`config.mk`:
```
export PLATFORM = sky130hd
export DESIGN_NAME = vga_timing_gen
export DESIGN_NICKNAME = d
export VERILOG_FILES = /design/src/rtl/vga_pkg.sv /design/src/rtl/vga_pos_shadow.sv /design/src/rtl/vga_timing_gen.sv
export SDC_FILE = /design/constraint.sdc
export NUM_CORES = 1
export LEC_CHECK = 0
export BUFFER_PORTS_ARGS = -buffer_cell sky130_fd_sc_hd__buf_4
export CORE_MARGIN = 1
export CORE_UTILIZATION = 35
export CTS_BUF_LIST = sky130_fd_sc_hd__clkbuf_2
export DETAILED_ROUTE_END_ITERATION = 8
export PLACE_DENSITY_LB_ADDON = 0.08
export SLEW_MARGIN = 0
export SYNTH_ARGS = -nofsm -noshare
export SYNTH_HDL_FRONTEND = slang
export SYNTH_SLANG_ARGS = --single-unit
export TNS_END_PERCENT = 10
```
`constraint.sdc`:
```
create_clock -name clk -period 3.2 [get_ports clk]
set_input_delay 0 -clock clk [delete_from_list [all_inputs] [get_ports clk]]
set_output_delay 0 -clock clk [all_outputs]
set_load 0.01 [all_outputs]
```
`src/rtl/vga_pkg.sv`:
```
// Shared VGA definitions: coordinate width, default 640x480@60 raster
// timing, sync window bounds, reset player positions and the position set
// type used by the timing generator and the paint blocks.
package vga_pkg;

  localparam int COORD_W = 10;

  typedef logic [COORD_W-1:0] coord_t;

  // Default horizontal timing in pixels.
  localparam int H_VIS_DEF  = 640;
  localparam int H_FP_DEF   = 16;
  localparam int H_SYNC_DEF = 96;
  localparam int H_BP_DEF   = 48;
  localparam int H_TOTAL    = H_VIS_DEF + H_FP_DEF + H_SYNC_DEF + H_BP_DEF;
  localparam int H_SYNC_START = H_VIS_DEF + H_FP_DEF;
  localparam int H_SYNC_END   = H_SYNC_START + H_SYNC_DEF - 1;

  // Default vertical timing in lines.
  localparam int V_VIS_DEF  = 480;
  localparam int V_FP_DEF   = 10;
  localparam int V_SYNC_DEF = 2;
  localparam int V_BP_DEF   = 33;
  localparam int V_TOTAL    = V_VIS_DEF + V_FP_DEF + V_SYNC_DEF + V_BP_DEF;
  localparam int V_SYNC_START = V_VIS_DEF + V_FP_DEF;
  localparam int V_SYNC_END   = V_SYNC_START + V_SYNC_DEF - 1;

  // Player start positions: P1 top-left, P2 near the bottom-right corner.
  localparam coord_t P1_X_RST = 10'd0;
  localparam coord_t P1_Y_RST = 10'd0;
  localparam coord_t P2_X_RST = 10'd608;
  localparam coord_t P2_Y_RST = 10'd448;

  typedef struct packed {
    coord_t p1_x;
    coord_t p1_y;
    coord_t p2_x;
    coord_t p2_y;
  } pos_set_t;

  localparam pos_set_t POS_RST = '{P1_X_RST, P1_Y_RST, P2_X_RST, P2_Y_RST};

  // Inclusive window test used for the sync pulse decodes.
  function automatic logic in_window(input coord_t v, input coord_t lo, input coord_t hi);
    return (v >= lo) && (v <= hi);
  endfunction

endpackage

```
`src/rtl/vga_pos_shadow.sv`:
```
// Player position shadow registers. Game logic offers a new position set
// with pos_valid; it is captured into a staging set and acknowledged for one
// clk. The staged set is copied to the frame-stable outputs only on the
// commit strobe (start of vertical blank), so the paint blocks never see a
// position change inside the visible region.
module vga_pos_shadow
  import vga_pkg::*;
(
  input  logic               clk,
  input  logic               rst_n,
  input  logic               commit,
  input  logic               pos_valid,
  input  logic [COORD_W-1:0] p1_x_in,
  input  logic [COORD_W-1:0] p1_y_in,
  input  logic [COORD_W-1:0] p2_x_in,
  input  logic [COORD_W-1:0] p2_y_in,
  output logic               pos_ack,
  output logic [COORD_W-1:0] p1_x,
  output logic [COORD_W-1:0] p1_y,
  output logic [COORD_W-1:0] p2_x,
  output logic [COORD_W-1:0] p2_y
);

  pos_set_t stage;
  pos_set_t live;
  logic     pending;
  logic     capture;

  // A set is taken whenever one is offered and no ack is currently showing;
  // this yields one ack every second clk while pos_valid is held.
  assign capture = pos_valid && !pos_ack;

  // Capture the offered set into staging and raise the one-clk ack.
  always_ff @(posedge clk or negedge rst_n) begin
    if (!rst_n) begin
      stage   <= '0;
      pos_ack <= 1'b0;
    end else begin
      pos_ack <= capture;
      if (capture) begin
        stage <= '{p1_x_in, p1_y_in, p2_x_in, p2_y_in};
      end
    end
  end

  // Pending tracks an uncommitted staging set; a capture in the commit clk
  // keeps it set so the newer values go out at the following frame.
  always_ff @(posedge clk or negedge rst_n) begin
    if (!rst_n) begin
      pending <= 1'b0;
    end else if (capture) begin
      pending <= 1'b1;
    end else if (commit) begin
      pending <= 1'b0;
    end
  end

  // Commit the old staging set at the frame boundary; hold otherwise.
  always_ff @(posedge clk or negedge rst_n) begin
    if (!rst_n) begin
      live <= POS_RST;
    end else if (commit && pending) begin
      live <= stage;
    end
  end

  assign p1_x = live.p1_x;
  assign p1_y = live.p1_y;
  assign p2_x = live.p2_x;
  assign p2_y = live.p2_y;

endmodule

```
`src/rtl/vga_timing_gen.sv`:
```
// VGA raster timing generator. A prescaler derives the pixel strobe from the
// system clock; horizontal and vertical counters walk the raster and the
// sync, video_on and frame_start decodes are registered from the counters'
// next values so they line up with hc/vc with no extra latency. Player
// positions are double-buffered in vga_pos_shadow and committed at the start
// of vertical blank.
module vga_timing_gen
  import vga_pkg::*;
#(
  parameter int CLK_DIV = 4,
  parameter int H_VIS   = H_VIS_DEF,
  parameter int H_FP    = H_FP_DEF,
  parameter int H_SYNC  = H_SYNC_DEF,
  parameter int H_BP    = H_BP_DEF,
  parameter int V_VIS   = V_VIS_DEF,
  parameter int V_FP    = V_FP_DEF,
  parameter int V_SYNC  = V_SYNC_DEF,
  parameter int V_BP    = V_BP_DEF
) (
  input  logic               clk,
  input  logic               rst_n,
  output logic [COORD_W-1:0] hc,
  output logic [COORD_W-1:0] vc,
  output logic               hsync,
  output logic               vsync,
  output logic               video_on,
  output logic               pix_en,
  output logic               frame_start,
  input  logic [COORD_W-1:0] p1_x_in,
  input  logic [COORD_W-1:0] p1_y_in,
  input  logic [COORD_W-1:0] p2_x_in,
  input  logic [COORD_W-1:0] p2_y_in,
  input  logic               pos_valid,
  output logic               pos_ack,
  output logic [COORD_W-1:0] p1_x,
  output logic [COORD_W-1:0] p1_y,
  output logic [COORD_W-1:0] p2_x,
  output logic [COORD_W-1:0] p2_y
);

  localparam int PRE_W = (CLK_DIV > 1) ? $clog2(CLK_DIV) : 1;
  localparam logic [PRE_W-1:0] PRE_LAST = PRE_W'(CLK_DIV - 1);

  localparam coord_t H_LAST   = COORD_W'(H_VIS + H_FP + H_SYNC + H_BP - 1);
  localparam coord_t V_LAST   = COORD_W'(V_VIS + V_FP + V_SYNC + V_BP - 1);
  localparam coord_t H_VIS_C  = COORD_W'(H_VIS);
  localparam coord_t V_VIS_C  = COORD_W'(V_VIS);
  localparam coord_t HS_FIRST = COORD_W'(H_VIS + H_FP);
  localparam coord_t HS_LAST  = COORD_W'(H_VIS + H_FP + H_SYNC - 1);
  localparam coord_t VS_FIRST = COORD_W'(V_VIS + V_FP);
  localparam coord_t VS_LAST  = COORD_W'(V_VIS + V_FP + V_SYNC - 1);

  logic [PRE_W-1:0] pre;
  logic [PRE_W-1:0] pre_nxt;
  coord_t           hc_nxt;
  coord_t           vc_nxt;
  logic             fs_nxt;
  logic             commit;

  assign pre_nxt = (pre == PRE_LAST) ? '0 : pre + PRE_W'(1);

  // Prescaler; pix_en is registered from the next count so it is high
  // exactly while the prescaler sits at its last value.
  always_ff @(posedge clk or negedge rst_n) begin
    if (!rst_n) begin
      pre    <= '0;
      pix_en <= 1'b0;
    end else begin
      pre    <= pre_nxt;
      pix_en <= (pre_nxt == PRE_LAST);
    end
  end

  // Next raster position: advance one pixel per strobe, wrap line and frame.
  always_comb begin
    hc_nxt = hc;
    vc_nxt = vc;
    if (pix_en) begin
      if (hc == H_LAST) begin
        hc_nxt = '0;
        vc_nxt = (vc == V_LAST) ? '0 : vc + COORD_W'(1);
      end else begin
        hc_nxt = hc + COORD_W'(1);
      end
    end
  end

  // frame_start covers the whole first pixel of vertical blank; the commit
  // strobe is only the clk in which it rises, so positions update once.
  assign fs_nxt = (hc_nxt == '0) && (vc_nxt == V_VIS_C);
  assign commit = fs_nxt && !frame_start;

  // Raster counters and decodes, all taken from the next position so they
  // change in the same clk as the counters they describe.
  always_ff @(posedge clk or negedge rst_n) begin
    if (!rst_n) begin
      hc          <= '0;
      vc          <= '0;
      hsync       <= 1'b1;
      vsync       <= 1'b1;
      video_on    <= 1'b1;
      frame_start <= 1'b0;
    end else begin
      hc          <= hc_nxt;
      vc          <= vc_nxt;
      hsync       <= !in_window(hc_nxt, HS_FIRST, HS_LAST);
      vsync       <= !in_window(vc_nxt, VS_FIRST, VS_LAST);
      video_on    <= (hc_nxt < H_VIS_C) && (vc_nxt < V_VIS_C);
      frame_start <= fs_nxt;
    end
  end

  vga_pos_shadow u_pos_shadow (
    .clk       (clk),
    .rst_n     (rst_n),
    .commit    (commit),
    .pos_valid (pos_valid),
    .p1_x_in   (p1_x_in),
    .p1_y_in   (p1_y_in),
    .p2_x_in   (p2_x_in),
    .p2_y_in   (p2_y_in),
    .pos_ack   (pos_ack),
    .p1_x      (p1_x),
    .p1_y      (p1_y),
    .p2_x      (p2_x),
    .p2_y      (p2_y)
  );

endmodule

```
## After elaboration in Yosys (flattened, before gate mapping)

Cells that the tools add are included.

- Add/sub/neg operators: 3
- $lt $le $gt $ge: 6
- Eq/ne operators: 5
- Mux-type cells: 8
- Reduce and logical (&&, ||, !) cells: 13

Operator list:

| operator | number |
|---|---|
| 10-bit 2-to-1 mux | 5 |
| 10-bit by 1-bit adder with 10-bit output (second input constant) | 2 |
| 10-bit equality test (second input constant) | 2 |
| 10-bit by 9-bit equality test with 1-bit output (second input constant) | 1 |
| 10-bit greater-or-equal comparator (second input constant) | 1 |
| 10-bit by 9-bit greater-or-equal comparator with 1-bit output (second input constant) | 1 |
| 10-bit <= comparator (second input constant) | 1 |
| 10-bit by 9-bit <= comparator with 1-bit output (second input constant) | 1 |
| 10-bit logical NOT | 1 |
| 10-bit less-than comparator (second input constant) | 1 |
| 10-bit by 9-bit less-than comparator with 1-bit output (second input constant) | 1 |
| 1-bit logical AND | 7 |
| 2-bit equality test (second input constant) | 2 |
| 1-bit logical NOT | 4 |
| 2-bit by 1-bit adder with 2-bit output (second input constant) | 1 |
| 1-bit 2-to-1 mux | 2 |
| 2-bit 2-to-1 mux | 1 |
| 2-bit nonzero test | 1 |

- Register bits: 109
- Input bits: 43
- Output and inout bits: 66
- Logic and storage cells: 53

## Depth between registers and ports, before layout

Gate-level depths: netlist of the first run.

- Word-level depth: 9
- Gate-level depth with buffers: 11
- Gate-level depth less buffers: 9

## By module

A second synthesis of the first run with hierarchy kept.

- Cells, all modules: 321
- Area total of the unflattened synthesis: 4737.0 um^2

Modules (own cells, without submodules):

| module | times used | cells each | area each (um^2) | seq. area each (um^2) |
|---|---|---|---|---|
| vga_pos_shadow | 1 | 175 | 3246.9 | 2059.5 |
| vga_timing_gen | 1 | 146 | 1490.2 | 679.4 |

## Least setup slack after synthesis of the first run

Ideal clock, no wire load.

- Path kind: register to register
- From: reg hc[0]
- To: reg u_pos_shadow.live (netlist bit u_pos_shadow.p1_x[0])
- Library setup time: 125 ps
- Arrival time: 2812 ps
- Required time: 3075 ps
- Path slack: 263 ps
- Cell stages (with the launch flop): 10
- Buffers on the path: 1
- Period minus slack after synthesis: 2937 ps
- Cell sequence: dfrtp_1 > ha_1 > and4_1 > nand4_2 > o31a_1 > nor4_2 > o211ai_2 > nor4_4 > buf_8 > mux2_4

- Longest elaborated chain between the ends: 7
- Elaborated cells on any way between the ends: 11
- Those cells by class: add/sub: 1; eq/ne: 2; mux: 4; reduce/logical: 4

RTL lines:

| item | line | text |
|---|---|---|
| start: declaration | vga_timing_gen.sv:22 | `output logic [COORD_W-1:0] hc,` |
| start signal: assignment | vga_timing_gen.sv:104 | `hc <= hc_nxt;` |
| 10-bit by 1-bit adder with 10-bit output or 10-bit equality test (tied branches) | vga_timing_gen.sv:83, vga_timing_gen.sv:79 |  |
| 10-bit 2-to-1 mux | vga_timing_gen.sv:79 | `if (hc == H_LAST) begin` |
| 10-bit 2-to-1 mux | vga_timing_gen.sv:78 | `if (pix_en) begin` |
| 10-bit logical NOT or 10-bit by 9-bit equality test with 1-bit output (tied branches) | vga_timing_gen.sv:90 | `assign fs_nxt = (hc_nxt == '0) && (vc_nxt == V_VIS_C);` |
| 1-bit logical AND (*) | vga_timing_gen.sv:90 |  |
| 1-bit logical AND (*) | vga_timing_gen.sv:91 | `assign commit = fs_nxt && !frame_start;` |
| 1-bit logical AND (*) | vga_pos_shadow.sv:62 | `end else if (commit && pending) begin` |
| end signal: assignment | vga_pos_shadow.sv:63 | `live <= stage;` |
| end: declaration | vga_pos_shadow.sv:25 | `pos_set_t live;` |

Mark *: on every way between the ends. The rest lies on a longest branch, timed or not.
A chain may end at the register's enable or synchronous reset.

## Worst setup path in the final report of the first run

- From: reg vc[7]
- To: reg u_pos_shadow.live (netlist bit u_pos_shadow.p1_y[9])

- Longest elaborated chain between the ends: 8
- Elaborated cells on any way between the ends: 9
- Those cells by class: add/sub: 1; eq/ne: 2; mux: 3; reduce/logical: 3

RTL lines:

| item | line | text |
|---|---|---|
| start: declaration | vga_timing_gen.sv:23 | `output logic [COORD_W-1:0] vc,` |
| start signal: assignment | vga_timing_gen.sv:105 | `vc <= vc_nxt;` |
| 10-bit by 1-bit adder with 10-bit output or 10-bit equality test (tied branches) | vga_timing_gen.sv:81 | `vc_nxt = (vc == V_LAST) ? '0 : vc + COORD_W'(1);` |
| 10-bit 2-to-1 mux | vga_timing_gen.sv:81 |  |
| 10-bit 2-to-1 mux | vga_timing_gen.sv:79 |  |
| 10-bit 2-to-1 mux (*) | vga_timing_gen.sv:78 |  |
| 10-bit by 9-bit equality test with 1-bit output (*) | vga_timing_gen.sv:90 |  |
| 1-bit logical AND (*) | vga_timing_gen.sv:90 |  |
| 1-bit logical AND (*) | vga_timing_gen.sv:91 |  |
| 1-bit logical AND (*) | vga_pos_shadow.sv:62 |  |

Marked as above.

==> results of run 1 <==
==> worst max-delay path by stage <==
stage,endpoint,slack [ns],depth (start not counted)
global placement,u_pos_shadow.p1_y[2]$_DFFE_PN0P_,0.14,9
floorplan,u_pos_shadow.p1_x[0]$_DFFE_PN0P_,0.26,9
CTS,u_pos_shadow.p2_y[4]$_DFFE_PN0P_,0.01,9
detailed placement,u_pos_shadow.p2_x[3]$_DFFE_PN0P_,0.03,9
global route,u_pos_shadow.p1_y[1]$_DFFE_PN0P_,0.04,8
finish,u_pos_shadow.p1_y[9]$_DFFE_PN0P_,0.16,8
==> cell families (layout without fill, tap and decap cells) <==
family	after synthesis	after routing
adder cells (fa/ha/maj)	5	5
multiplexers	84	84
buffers and inverters	27	195
AND/OR/NAND/NOR	69	69
XOR/XNOR	12	12
flip-flops	109	109
AO/OA/AOI/OAI	29	29
==> state kept, by name (all words and copies together) (netlist names), 2 cells and up <==
signal,count
hc,10
pre,2
u_pos_shadow.p1_x,10
u_pos_shadow.p1_y,10
u_pos_shadow.p2_x,10
u_pos_shadow.p2_y,10
u_pos_shadow.stage,40
vc,10
==> tightest hold or removal path, cell delays in order <==
cell           delay, ns
dlygate4sd3_1       0.52
buf_4               0.09
mux2_2              0.13
==> final cells by class <==
class                           instances  area [sq um]  area share [%]
Timing Repair Buffer                  168          1410            22.0
Multi-Input combinational cell        199          1900            29.7
Sequential cell                       109          2740            42.7
Clock buffer                           10          50.0           0.780
Tap cell                              176           220            3.43
Inverter                               11          41.3           0.644
Clock inverter                          6          47.5           0.741
==> metal layers <==
| layer | vias up | GRT usage, % |
|---|---|---|
| met5 | - | 0 |
| met4 | 0 | 7.20 |
| met3 | 17 | 4.02 |
| met2 | 74 | 22.1 |
| met1 | 1546 | 20.8 |
| li1 | 1525 | - |
==> power groups by stage <==
stage | Sequential [W] | Combinational [W] | Clock, W
after global routing | 0.00151 | 0.000238 | 0.000676
final | 0.00149 | 0.000216 | 0.000582
after global placement | 0.00151 | 0.000171 | 0
after CTS | 0.00150 | 0.000222 | 0.000620
after floorplan | 0.00151 | 0.0000917 | 0
after detailed placement | 0.00152 | 0.000175 | 0
==> metrics by stage <==
| stage | cells | hold WS [ns] | worst slack (ns) |
|---|---|---|---|
| 6_report | 679 | 0.129 | 0.156 |
| 5_1_grt | 679 | 0.0419 | 0.0380 |
| 4_1_cts | 676 | 0.0713 | 0.0148 |
| 3_5_place_dp | 616 | -0.00432 | 0.0297 |
| 3_3_place_gp | 616 | -0.00626 | 0.143 |
| 2_1_floorplan | 335 | -0.296 | 0.263 |
==> what timing repair did <==
item,in CTS,in global routing
endpoints found under the hold margin,146,0
setup endpoints to repair,0,36
hold buffers,44,0
buffers inserted,0,1
gates resized for setup,0,4
==> cell usage in the layout, fill, tap and decap left out, types with 2 or more instances in the layout <==
master	instances
nor2_1	14
dlygate4sd3_1	43
or2_2	2
nor4_1	3
nand4_1	8
a21o_1	2
clkbuf_2	10
buf_4	121
a21oi_1	4
mux2i_1	3
a31oi_1	3
mux2_4	40
o21ai_0	4
dfstp_2	9
nand3_1	9
clkinv_2	2
o31ai_1	2
xor2_1	5
xnor2_1	7
nor3_1	7
dfrtp_1	99
inv_1	11
clkinv_4	2
o21ai_1	3
ha_1	5
mux2_2	41
nand2_1	9
==> flow_summary_export.csv, run 1 <==
group,metric,value,unit
yosys,synthAdderAreaFrac,1.30,%
route,totalWireLength,10.4,mm
grt,grt_overflow,0,
clocking,cts_tree,"yes",
yosys,synth_edf_count,0,
finish,drive_gt1_share,48.7,%
yosys,ys_seq_area_share,57.1,%
yosys,synth_ff_type,"dfrtp_1",
yosys,synth_nets,383,
timing,period_minus_slack,3.04,ns
yosys,ys_types,54,
placement,placed_area,5830,sq um
route,firstDrtPassIters,4,
yosys,ys_warn_count,0,
route,drt-initial-drc-count,95,
finish,fillers,1244,
finish,area_delta_synth_final,33.7,%
die,initial_core_util,36.1,%
outcome,status,"finished clean",
yosys,ys_seq_elements,109,
route,top_layer,"met4",
timing,post-route-period-util,95.1,%
yosys,muxShareOfSynthArea,22.8,%
placement,gp_congestion,0.825,
timing,clock_skew,0.0374,ns
finish,antennaDiodeCount,0,
die,die_h,119,microns
die,die_x,119,microns
setup_path,cp_slowest_stage_delay,0.54,ns
setup_path,worstSetupPathType,"reg -> reg",
yosys,post-synth-top-count-cell,"dfrtp_1",
timing,rsz0062_at_grt,"no",
route,wl_per_cell,15.3,microns
yosys,synth_compound_area_share,4.59,%
hold_path,holdPathEnd,"u_pos_shadow.stage[8]$_DFFE_PN0P_",
hold_path,min_path_type,"in -> reg",
grt,grt_pass1_vias,3135,
finish,final_nets,546,
setup_path,required,3.73,ns
route,met3_length,456,microns
setup_path,crit_path_cell_trace,"or4_1 -> or3_1 -> nand3_1 -> nand4b_1 -> nor4_4 -> buf_4 -> buf_8 -> mux2_4",
route,drc,0,
pwr,ir_drop,223,uV
yosys,yosys.area_share.simple,8.69,%
route,vias,3162,
grt,grt_first_pass_wirelength,16.6,mm
setup_path,crit_start,"vc[7]$_DFF_PN0_",
pwr,clkPwrFrac,25.4,%
timing,clock.fmax,328,MHz
hold_path,min_from,"p2_y_in[8]",
finish,final_area,6410,sq um
placement,port-buffer-count,108,
flow_run,max_cap_viol_count,0,
setup_path,critPathCaptureType,"flip-flop",
setup_path,reg2reg_depth,8,
route,met2_length,4.64,mm
yosys,synth_area,4800,sq um
pwr,switching_power,0.000579,W
setup_path,crit_path_top_delay_cell,"or4_1",
timing,maxSlewViolCount,0,
timing,tightest_slew,0.585,ns
pwr,comb_power_share,9.4,%
grt,grt_max_degree,44,
setup_path,r2r_setup_slack,0.16,ns
yosys,avgSynthCellArea,14.3,sq um
setup_path,reg2reg_to,"u_pos_shadow.p1_y[9]$_DFFE_PN0P_",
clocking,cts.sinks,109,
timing,finalHoldViolCount,0,
pwr,power,0.00229,W
finish,final_core_util,48.2,%
clocking,htreeDepth,3,
yosys,synth_xor_area_share,2.19,%
timing,fin_setup_tns,0,ns
placement,dp_hpwl,6.78,mm
setup_path,crit_family,"simple AND/OR/NAND/NOR gates",
pwr,power.internal,0.00171,W
grt,grt_use_total,15.1,%
setup_path,cp_max_fo,20,
clocking,numCtsBuffers,9,
grt,antenna_found_initial,0,
clocking,cts_root_buffer,"clkbuf_2",
route,antenna_left,0,
yosys,synthTopCellsByCount,"100 x dfrtp_1, 41 x mux2_2, 40 x mux2_4",
yosys,yosysTopAreaCellShare,52.2,%
yosys,synthTopCellsByArea,"dfrtp_1 52%, mux2_4 13%, mux2_2 9.6%",
timing,setup_viol,0,
route,m1WireLength,5.09,mm
route,via_per_inst,4.66,
setup_path,critical_path_buf_inv_count,2,
setup_path,cp.arrival,3.57,ns
die,rows,42,
pwr,seq_power_share,65.2,%
clocking,clk_latency,0.61,ns
die,core-area,13300,sq um
hold_path,min_path_cells,3,
die,num_io_pins,109,
yosys,async_reset_ff_share,100,%
yosys,synth_top_family_by_area,"multiplexers",
pwr,p_per_area,357,nW/um^2
die,die_area,14200,sq um
yosys,postSynthCellCount,335,
timing,relSlewSlack,61.0,%
setup_path,cp-start-kind,"flip-flop",
setup_path,worstReg2RegStart,"vc[7]$_DFF_PN0_",
clocking,clockBufferDepth,2,
pwr,p_leak,3.01,nW
clocking,cts.clk_slew.worst_paths,0.31,ns
yosys,synth_top_cell_by_area,"dfrtp_1",
pwr,swShare,25.2,%
Note: power is estimated with default switching activity, not from simulation.
==> run 2: changes to the inputs <==
CAP_MARGIN = 20   (was unset)
CORE_UTILIZATION = 31   (was 35)
REMOVE_ABC_BUFFERS = 1   (was unset)
==> flow_summary_export.csv, run 2 (synthesized netlist as in run 1, its figures left out) <==
group,metric,value,unit
die,die_x,126,microns
route,totalWireLength,10.6,mm
pwr,ir_drop,258,uV
finish,final_nets,560,
die,die_area,16000,sq um
clocking,cts.clk_slew.worst_paths,0.29,ns
setup_path,worstReg2RegStart,"hc[1]$_DFF_PN0_",
die,num_io_pins,109,
route,antenna_left,0,
setup_path,critPathCaptureType,"flip-flop",
timing,post-route-period-util,96.4,%
die,die_h,126,microns
pwr,switching_power,0.000579,W
pwr,clkPwrFrac,24.4,%
clocking,clk_latency,0.60,ns
placement,dp_hpwl,6.64,mm
route,wl_per_cell,15.1,microns
route,firstDrtPassIters,5,
route,via_per_inst,4.62,
pwr,p_leak,3.06,nW
setup_path,reg2reg_to,"u_pos_shadow.p1_x[9]$_DFFE_PN0P_",
timing,finalHoldViolCount,0,
setup_path,cp_max_fo,20,
finish,largest_reg_flops,40,
placement,placed_cells,629,
pwr,power.internal,0.00173,W
timing,clock.fmax,324,MHz
grt,grt_pass1_vias,3374,
finish,final_cell_mix,"121 x buf_4, 100 x dfrtp_1, 57 x dlygate4sd3_1",
hold_path,min_from,"p1_y_in[6]",
placement,port-buffer-count,108,
timing,clock_skew,0.0263,ns
placement,gp_congestion,0.804,
finish,final_area,6570,sq um
pwr,seq_power_share,64.6,%
route,drc,0,
clocking,cts_tree,"yes",
finish,drive_gt1_share,46.8,%
timing,maxSlewViolCount,0,
finish,final_cells,705,
grt,grt_overflow,0,
grt,antenna_found_initial,0,
timing,setup_slack,0.116,ns
die,rows,45,
timing,period_minus_slack,3.08,ns
hold_path,min_path_cells,3,
hold_path,min_path_type,"in -> reg",
finish,largest_register,"u_pos_shadow.stage",
timing,tightest_slew,0.672,ns
finish,final_common_cell,"buf_4",
clocking,cts_root_buffer,"clkbuf_2",
setup_path,cp.arrival,3.61,ns
hold_path,holdPathEnd,"u_pos_shadow.stage[26]$_DFFE_PN0P_",
timing,setup_viol,0,
outcome,status,"finished clean",
pwr,swShare,25.0,%
setup_path,reg2reg_depth,10,
timing,relSlewSlack,55.2,%
setup_path,r2r_setup_slack,0.12,ns
clocking,clockBufferDepth,2,
flow_run,max_cap_viol_count,0,
finish,antennaDiodeCount,0,
pwr,comb_power_share,11.0,%
clocking,htreeDepth,3,
route,drt-initial-drc-count,107,
pwr,p_per_area,352,nW/um^2
finish,area_delta_synth_final,36.9,%
setup_path,cp-start-kind,"flip-flop",
timing,rsz0062_at_grt,"no",
route,vias,3259,
placement,placed_area,5870,sq um
finish,fillers,1447,
pwr,power,0.00231,W
setup_path,required,3.73,ns
grt,grt_max_degree,110,
die,core-area,15100,sq um
die,initial_core_util,31.7,%
setup_path,worstSetupPathType,"reg -> reg",
grt,grt_first_pass_wirelength,17.3,mm
placement,place_ws,0.0470,ns
grt,grt_use_total,13.8,%
clocking,numCtsBuffers,9,
clocking,cts.sinks,109,
==> run 2: how the worst max path moves through the flow <==
stage	start	to	slack, ns
finish	hc[1]$_DFF_PN0_	u_pos_shadow.p1_x[9]$_DFFE_PN0P_	0.12
global route	hc[1]$_DFF_PN0_	u_pos_shadow.p1_x[9]$_DFFE_PN0P_	0.007
CTS	hc[1]$_DFF_PN0_	u_pos_shadow.p2_y[1]$_DFFE_PN0P_	0.02
detailed placement	hc[1]$_DFF_PN0_	u_pos_shadow.p1_y[8]$_DFFE_PN0P_	0.05
global placement	hc[1]$_DFF_PN0_	u_pos_shadow.p1_x[4]$_DFFE_PN0P_	0.14
floorplan	hc[0]$_DFF_PN0_	u_pos_shadow.p1_x[0]$_DFFE_PN0P_	-1.37
==> run 2: per-layer routing <==
metal  global-route usage [%]  up-vias  wire, microns
met5                        0        -              0
met4                     3.90        0            119
met3                     5.02        9            709
met2                     21.6       87           4880
met1                     18.0     1613           4940
li1                         -     1550              -
==> run 2: worst max-delay path, stage by stage, from the launching register on <==
cell       delay (ns)
dfrtp_1          0.51
ha_1             0.23
and4_1           0.29
and4_4           0.34
o21ai_1          0.14
a2111oi_4        0.36
o211ai_2         0.20
nor4_4           0.19
buf_4            0.18
buf_8            0.25
mux2_4           0.32
==> run 2: power groups by stage <==
stage,Sequential [W],Combinational [W],Clock (W)
finish,0.00149,0.000254,0.000563
global route,0.00151,0.000280,0.000645
CTS,0.00150,0.000258,0.000612
detailed placement,0.00152,0.000179,0
global placement,0.00151,0.000175,0
floorplan,0.00151,0.0000918,0
==> run 2: area by class of cell <==
type / count / area [sq um] / share of cell area (%)
Inverter: 11 / 41.3 / 0.629
Tap cell: 188 / 235 / 3.58
Clock inverter: 6 / 40.0 / 0.610
Timing Repair Buffer: 182 / 1560 / 23.7
Multi-Input combinational cell: 199 / 1900 / 29.0
Clock buffer: 10 / 50.0 / 0.762
Sequential cell: 109 / 2740 / 41.7
==> run 2: repair_timing <==
action	CTS	global route
setup endpoints to repair	0	40
hold endpoints to repair	151	0
resized for setup	0	3
hold buffers	57	0
setup buffers	0	2
==> run 2: through the flow <==
stage	setup TNS, ns	util, %	hold slack, ns
4_1_cts	0	43.1	0.0592
5_1_grt	0	43.4	0.0599
3_5_place_dp	0	38.8	0.138
2_1_floorplan	-54.91	-	-0.296
6_report	0	43.4	0.138
3_3_place_gp	0	38.8	0.139
